$ cat config.mk
export PLATFORM = sky130hd
export DESIGN_NAME = sfx_player
export DESIGN_NICKNAME = d
export VERILOG_FILES = /design/src/rtl/sfx_pkg.sv /design/src/rtl/sfx_player_pwm.sv /design/src/rtl/sfx_player.sv
export SDC_FILE = /design/constraint.sdc
export NUM_CORES = 1
export LEC_CHECK = 0
export BUFFER_PORTS_ARGS = -buffer_cell sky130_fd_sc_hd__buf_2
export CORE_MARGIN = 2
export CORE_UTILIZATION = 52
export DETAILED_ROUTE_END_ITERATION = 6
export GPL_TIMING_DRIVEN = 0
export HOLD_SLACK_MARGIN = 0.05
export PLACE_DENSITY = 0.74
export SLEW_MARGIN = 0
export SYNTH_ARGS = -nofsm -noshare
export SYNTH_HDL_FRONTEND = slang
export SYNTH_SLANG_ARGS = --single-unit
$ cat constraint.sdc
create_clock -name clk -period 2.4 [get_ports clk]
set_input_delay 0.48 -clock clk [delete_from_list [all_inputs] [get_ports clk]]
set_output_delay 0.48 -clock clk [all_outputs]
set_load 0.05 [all_outputs]
$ cat src/rtl/sfx_pkg.sv
// Shared types and constants for the sound-effect sequencer.
// Bank codes double as the ROM select encoding.
package sfx_pkg;

  typedef enum logic [1:0] {
    SFX_NONE = 2'b00,
    SFX_JUMP = 2'b01,
    SFX_DEAD = 2'b10,
    SFX_WIN  = 2'b11
  } sfx_e;

  typedef enum logic [1:0] {
    IDLE,
    FETCH,
    HOLD
  } state_e;

  localparam int unsigned ADDR_W  = 17;
  localparam int unsigned ROM_LAT = 2;

  // Higher value wins; SFX_NONE ranks below every real effect.
  function automatic logic [1:0] prio(input sfx_e s);
    logic [1:0] p;
    case (s)
      SFX_WIN:  p = 2'd3;
      SFX_DEAD: p = 2'd2;
      SFX_JUMP: p = 2'd1;
      default:  p = 2'd0;
    endcase
    return p;
  endfunction

endpackage

$ cat src/rtl/sfx_player_pwm.sv
// 8-bit free-running PWM: output is high while the counter is below the held sample.
module sample_pwm (
  input  logic       clk,
  input  logic       reset,
  input  logic [7:0] sample,
  output logic       pwm_out
);

  logic [7:0] cnt_q, cnt_d;
  logic       pwm_q, pwm_d;

  always_comb begin
    cnt_d = cnt_q + 8'd1;
    pwm_d = (cnt_q < sample);
  end

  always_ff @(posedge clk or posedge reset) begin
    if (reset) begin
      cnt_q <= 8'd0;
      pwm_q <= 1'b0;
    end else begin
      cnt_q <= cnt_d;
      pwm_q <= pwm_d;
    end
  end

  assign pwm_out = pwm_q;

endmodule

$ cat src/rtl/sfx_player.sv
// Sound-effect sequencer: paces ROM reads at SAMPLE_HZ, latches returned samples
// after the ROM latency, and feeds the PWM stage. Higher-priority requests preempt.
module sfx_player
  import sfx_pkg::*;
#(
  parameter int unsigned CLK_HZ    = 100_000_000,
  parameter int unsigned SAMPLE_HZ = 16_000,
  parameter int unsigned LEN_JUMP  = 16_000,
  parameter int unsigned LEN_DEAD  = 32_000,
  parameter int unsigned LEN_WIN   = 64_000
) (
  input  logic                clk,
  input  logic                reset,
  input  logic                play_jump,
  input  logic                play_dead,
  input  logic                play_win,
  output logic [ADDR_W-1:0]   rom_addr,
  output logic [1:0]          rom_select,
  input  logic [7:0]          rom_data,
  output logic                busy,
  output logic                done,
  output logic [7:0]          sample,
  output logic                pwm_out
);

  localparam int unsigned DIV   = CLK_HZ / SAMPLE_HZ;
  localparam int unsigned DIV_W = $clog2(DIV);
  localparam logic [DIV_W-1:0] DIV_MAX    = DIV_W'(DIV - 1);
  localparam logic [1:0]       FETCH_LAST = 2'(ROM_LAT);

  state_e              state_q, state_d;
  sfx_e                sel_q, sel_d;
  logic [ADDR_W-1:0]   addr_q, addr_d;
  logic [1:0]          fcnt_q, fcnt_d;
  logic                pend_q, pend_d;
  logic                busy_q, busy_d;
  logic                done_q, done_d;
  logic [7:0]          sample_q, sample_d;
  logic [DIV_W-1:0]    div_q, div_d;

  sfx_e                req_sfx;
  logic                tick;
  logic                start;
  logic [ADDR_W-1:0]   last_addr;

  always_comb begin
    if (play_win)       req_sfx = SFX_WIN;
    else if (play_dead) req_sfx = SFX_DEAD;
    else if (play_jump) req_sfx = SFX_JUMP;
    else                req_sfx = SFX_NONE;
  end

  // sel_q is SFX_NONE when idle, so one compare covers both start and preemption.
  assign start = (prio(req_sfx) > prio(sel_q));
  assign tick  = (div_q == DIV_MAX);

  always_comb begin
    case (sel_q)
      SFX_JUMP: last_addr = ADDR_W'(LEN_JUMP - 1);
      SFX_DEAD: last_addr = ADDR_W'(LEN_DEAD - 1);
      SFX_WIN:  last_addr = ADDR_W'(LEN_WIN - 1);
      default:  last_addr = '0;
    endcase
  end

  always_comb begin
    state_d  = state_q;
    sel_d    = sel_q;
    addr_d   = addr_q;
    fcnt_d   = fcnt_q;
    pend_d   = pend_q;
    busy_d   = busy_q;
    done_d   = 1'b0;
    sample_d = sample_q;
    div_d    = tick ? '0 : div_q + DIV_W'(1);

    if (start) begin
      sel_d   = req_sfx;
      addr_d  = '0;
      fcnt_d  = 2'd0;
      pend_d  = 1'b0;
      busy_d  = 1'b1;
      state_d = FETCH;
    end else begin
      unique case (state_q)
        IDLE: begin
          pend_d = 1'b0;
        end
        FETCH: begin
          // Remember a tick that lands mid-fetch so the step is not skipped.
          if (tick) pend_d = 1'b1;
          if (fcnt_q == FETCH_LAST) begin
            sample_d = rom_data;
            state_d  = HOLD;
          end else begin
            fcnt_d = fcnt_q + 2'd1;
          end
        end
        HOLD: begin
          if (tick || pend_q) begin
            pend_d = 1'b0;
            if (addr_q == last_addr) begin
              done_d   = 1'b1;
              sample_d = 8'h80;
              sel_d    = SFX_NONE;
              addr_d   = '0;
              busy_d   = 1'b0;
              state_d  = IDLE;
            end else begin
              addr_d  = addr_q + ADDR_W'(1);
              fcnt_d  = 2'd0;
              state_d = FETCH;
            end
          end
        end
        default: state_d = IDLE;
      endcase
    end
  end

  always_ff @(posedge clk or posedge reset) begin
    if (reset) begin
      state_q  <= IDLE;
      sel_q    <= SFX_NONE;
      addr_q   <= '0;
      fcnt_q   <= 2'd0;
      pend_q   <= 1'b0;
      busy_q   <= 1'b0;
      done_q   <= 1'b0;
      sample_q <= 8'h80;
      div_q    <= '0;
    end else begin
      state_q  <= state_d;
      sel_q    <= sel_d;
      addr_q   <= addr_d;
      fcnt_q   <= fcnt_d;
      pend_q   <= pend_d;
      busy_q   <= busy_d;
      done_q   <= done_d;
      sample_q <= sample_d;
      div_q    <= div_d;
    end
  end

  assign rom_addr   = addr_q;
  assign rom_select = sel_q;
  assign busy       = busy_q;
  assign done       = done_q;
  assign sample     = sample_q;

  sample_pwm u_pwm (
    .clk     (clk),
    .reset   (reset),
    .sample  (sample_q),
    .pwm_out (pwm_out)
  );

endmodule

# After elaboration in Yosys (flattened, before gate mapping)
# Cells that the tools add are included.
# word_totals
regBits	56
out_inout_bits	30
in_bits	13
elab_cells	93
# op_classes
eq_ne	20
mux	41
addsub	4
reduce_logical	14
bitwise	1
order_cmp	2
# op_table
operator	count
17-bit 2-to-1 mux	4
16-bit one-hot mux with 3 select lines	1
2-bit 2-to-1 mux	13
8-bit 2-to-1 mux	3
2-bit one-hot mux with 3 select lines	3
17-bit by 1-bit adder with 17-bit output (second input constant)	1
17-bit equality test	1
8-bit one-hot mux with 2 select lines	1
3-bit inequality test (second input constant)	5
13-bit by 1-bit adder with 13-bit output (second input constant)	1
13-bit equality test (second input constant)	1
1-bit 2-to-1 mux	13
13-bit 2-to-1 mux	1
2-bit equality test (second input constant)	6
3-bit AND reduction	3
8-bit by 1-bit adder with 8-bit output (second input constant)	1
8-bit < comparator	1
2-bit inequality test (second input constant)	4
2-bit nonzero test	4
2-bit by 1-bit equality test with 1-bit output (second input constant)	3
5-bit AND reduction	1
2-bit one-hot mux with 2 select lines	1
4-bit AND reduction	1
4-bit nonzero test	1
8 further kinds	8

# Longest topological paths before layout
# logic_depth
word_depth	8
mapped_depth	12
mapped_depth_nobuf	10

# Cells and area by module
# From an unflattened synthesis, not the netlist that was laid out.
# hier_totals
hier_cells	343
hier_area_um2	3246.9
# modules_own_cells
mod	cells_per_inst	seq_area_each_um2	area_per_inst_um2	instances
sfx_player	290	1177.4	2723.9	1
sample_pwm	53	225.2	523.0	1

# Least setup slack after synthesis
# No wires, ideal clock.
# synth_timing
path_type	flip-flop to flip-flop
from	register sel_q[0], in the netlist rom_select[0]
to	register sample_q[0], in the netlist sample[0]
arrival_time_ps	2744
required_ps	2256
synth_period_minus_slack_ps	2888
setup_slack_ps	-488
path_buffers	1
setup_time_ps	144
stages_incl_launch_ff	11
cell_sequence	dfrtp_1 -> inv_1 -> ha_1 -> nor2_1 -> ha_1 -> nor2b_1 -> o21a_1 -> clkbuf_1 -> nor3_2 -> mux2i_1 -> nor2_1
# synth_via
elab_chain_cells	5
word_cells_on_any_way	10
classes_between	1 x order compare; 5 x eq/ne; 2 x mux; 1 x bitwise; 1 x reduce/logical
# synth_lines
item	line_no	source
from (decl)	sfx_player.sv:32	sfx_e sel_q, sel_d;
from (signal assigned)	sfx_player.sv:134	sel_q <= sel_d;
2-bit equality test or 2-bit by 1-bit equality test with 1-bit output (tied branches)	sfx_pkg.sv:24, sfx_player.sv:58	
16-bit one-hot mux with 3 select lines or 2-bit one-hot mux with 3 select lines (tied branches)	sfx_player.sv:58, sfx_pkg.sv:24	
17-bit equality test or 2-bit greater-than comparator (tied branches)	sfx_player.sv:102, sfx_player.sv:54	
2-bit inequality test (no line) or 1-bit inverter (tied branches)	-	
5-bit AND reduction (no line) (*)	-	
to (signal assigned)	sfx_player.sv:140	sample_q <= sample_d;
to (decl)	sfx_player.sv:38	logic [7:0] sample_q, sample_d;
# Every way passes the cells marked *; elsewhere a longest branch is shown, timed or not.
# A chain may end at the register's enable or synchronous reset.

# Worst setup path in the final report
# layout_timing
from	register div_q[9]
to	register addr_q[11], in the netlist rom_addr[11]
# layout_via
elab_chain_cells	4
# layout_lines
item	line_no	source
from (decl)	sfx_player.sv:39	logic [DIV_W-1:0] div_q, div_d;
from (signal assigned)	sfx_player.sv:141	div_q <= div_d;
13-bit equality test	sfx_player.sv:55	assign tick = (div_q == DIV_MAX);
1-bit logical OR	sfx_player.sv:100	if (tick || pend_q) begin
2-bit nonzero test (no line)	-	
2-bit AND reduction (no line)	-	
to (signal assigned)	sfx_player.sv:135	addr_q <= addr_d;
to (decl)	sfx_player.sv:33	logic [ADDR_W-1:0] addr_q, addr_d;
# Every way passes these cells.

==> results.yml <==
timing:
  period_needed_ps: 2370
  whs_ps: 259
  finalHoldViolCount: 0
  timing.slew.headroom: 0.515
  setup_ws_ps: 26.5
  skew_ps: 9.22
  fmax_mhz: 421
  slew_violations: 0
  worst_slew_pin_slew_ps: 727
  setup_viol: 0
  final.period_utilization: 0.989
pwr:
  seqPwrFrac: 0.273
  power_switching_uw: 2090
  swShare: 0.461
  pwr-share-comb: 0.590
  p_total_uw: 4520
  p_int_uw: 2430
  max-vdd-ir-drop_uv: 630
  p_leak_uw: 0.00175
  clkPwrFrac: 0.137
  powerDensity_nw_per_um2: 1150
place:
  dpl.cell_count: 444
  io_buffers: 42
  dp_hpwl_microns: 4880
  place.gp.congestion: 0.834
  post-place-ws_ps: -314
cells_and_area:
  fill_cells: 484
  fin_cells: 462
  seqCellArea_sq_um: 1410
  syn2layout_area_growth_pct: 25.5
  drive_gt1_frac: 0.300
  fin_nets: 422
  n_antenna_cell: 0
  multi_input_area_sq_um: 1810
clock_network:
  clock_path_buffers: 2
  clockRootBuffer: "clkbuf_8"
  worstSkewPairLatency_ps: 310
  cts_hold_buf: 0
  clk_pin_slew_ps: 100
  htreeDepth: 2
  numCtsBuffers: 5
  cts_tree: "yes"
  clock-sinks: 56
detailed_routing:
  antenna_left: 0
  first_pass_iters: 4
  wl_met3_microns: 306
  vias_per_cell: 5.76
  wl_per_cell_microns: 15.9
  routed-wl-met2_microns: 3720
  drt-total-wl_microns: 7330
  drtIter0Drc: 78
  wirelength_met1_microns: 3180
  vias: 2659
  top_layer_used: "met4"
  drc: 0
setup_path:
  critPathArrivalTime_ps: 2620
  cp-end-kind: "flop"
  startpoint_type: "flop"
  required_ps: 2650
  path_class: "reg -> reg"
  crit_path_max_fanout: 7
synth:
  synth-edff-count: 0
  seq_area_frac_synth: 0.448
  syn-num-nets: 362
  synthTopCellsByArea: "dfrtp_1, ha_1, xnor2_1"
  synth_cells: 326
  syn_area_per_cell_sq_um: 9.61
  synthArstFlopShare: 1.00
  synth.top_cell.area_share: 0.439
  ys.warnings.count: 0
  synth_top_flop_cell: "dfrtp_1"
  yosys.area.top_type: "dfrtp_1"
  syn-cell-area_sq_um: 3130
  ys_types: 47
  synth-seq-cells: 56
die:
  die_h_microns: 81.6
  row_count: 28
  dieArea_sq_um: 6660
  core_area_sq_um: 5890
  io_pins: 43
  fp.dieW_microns: 81.6
  start_util: 0.532
job:
  cap_violations: 0
grt:
  grt_pass1_wl_microns: 11800
  grt_max_degree: 31
  track_usage: 0.226
  overflow: 0
  antenna_found_initial: 0
  grt_pass1_vias: 2573
outcome:
  status: "completed"
min_path:
  hold_path_class: "in -> async"
-- cell usage in the layout (no fill, tap or decap), drive strengths merged, types with 13 or more instances in the layout --
cell type / instances
nand3: 19
o21ai: 15
nand2: 21
clkbuf: 13
xnor2: 18
buf: 58
ha: 23
inv: 21
nor2: 36
dfrtp: 55
-- cell type report --
cell class	count	area share
Buffer	11	0.0204
Clock buffer	6	0.0185
Clock inverter	2	0.00891
Inverter	21	0.0207
Multi-Input combinational cell	237	0.461
Sequential cell	56	0.359
Tap cell	75	0.0239
Timing Repair Buffer	54	0.0872
-- worst max-delay path, cell delays in order, from the launching register on --
cell	delay, ps
dfrtp_1	400
or4_4	540
or4_4	430
buf_6	130
and3_4	180
or4_4	480
a21oi_2	150
-- power by group through the flow --
stage	Sequential, uW	Clock [uW]	Combinational (uW)
after floorplan	1620	0	1230
after global placement	1230	0	2050
after detailed placement	1240	0	2090
after CTS	1220	631	2370
after global routing	1260	667	2900
final	1240	618	2670
-- state kept, by name, summed over array words and instances (netlist names), 2 cells and up --
| register | cells |
|---|---|
| div_q | 13 |
| fcnt_q | 2 |
| rom_addr | 17 |
| rom_select | 2 |
| sample | 8 |
| state_q | 2 |
| u_pwm.cnt_q | 8 |
-- kinds of logic (layout without fill, tap and decap cells) --
| logic type | Yosys count | count (layout) | share of synthesized area |
|---|---|---|---|
| compound gates | 59 | 59 | 0.123 |
| xor+xnor | 26 | 26 | 0.0727 |
| fa+ha+maj | 23 | 23 | 0.0919 |
| buf+inv | 33 | 94 | 0.0408 |
| flops | 56 | 56 | 0.448 |
| mux | 8 | 8 | 0.0256 |
| simple gates | 121 | 121 | 0.198 |
-- through the flow --
step | cell area (sq um) | TNS, ps | util
4_1_cts | 3780 | -205 | 0.643
2_1_floorplan | 3190 | -196 | -
3_3_place_gp | 3490 | -16380 | 0.593
3_5_place_dp | 3510 | -6400 | 0.596
5_1_grt | 3930 | -85.9 | 0.668
6_report | 3930 | 0 | 0.668
-- layer usage --
metal | global-route usage | vias to the layer above
met2 | 0.393 | 63
li1 | - | 1279
met3 | 0.0462 | 12
met5 | 0 | -
met1 | 0.281 | 1305
met4 | 0.0767 | 0
-- final timing paths --
kind | cells after the start | from | slack [ps] | endpoint
max | 6 | div_q[9]$_DFF_PP0_ | 30 | rom_addr[11]$_DFFE_PP0P_
min | 2 | reset | 260 | div_q[11]$_DFF_PP0_
max reg2reg | 6 | div_q[9]$_DFF_PP0_ | 30 | rom_addr[11]$_DFFE_PP0P_
min reg2reg | 1 | u_pwm.cnt_q[7]$_DFF_PP0_ | 490 | u_pwm.cnt_q[7]$_DFF_PP0_
max in group asynchronous | 3 | reset | 1490 | sample[7]$_DFFE_PP1P_
min in group clk | 2 | rom_data[7] | 380 | sample[7]$_DFFE_PP1P_
-- repair_timing --
item | 4_1_cts | 5_1_grt
gates resized for setup | 20 | 32
gates cloned | 0 | 1
setup endpoints to repair | 26 | 30
setup buffers | 10 | 0
pin swaps | 16 | 8
-- cells in the mapped netlist (2+ instances only) --
cell / instances
and3_1: 7
o2111ai_1: 3
nor2_1: 36
nand2b_1: 4
nor4_1: 4
buf_2: 2
o21ai_0: 12
o21a_1: 2
o211ai_1: 4
and4_1: 2
o21ai_1: 3
a311oi_1: 3
xor2_1: 8
xnor2_1: 18
clkbuf_1: 9
dfrtp_1: 55
nand2_1: 21
mux2i_1: 8
a31oi_1: 4
nand3_1: 19
or4_1: 6
a21o_1: 3
ha_1: 23
nand4_1: 5
o31ai_1: 5
nand4b_1: 2
inv_1: 21
a21oi_1: 12
or2_2: 3
nor3_1: 5
No activity file was read; power rests on OpenSTA's default activity.
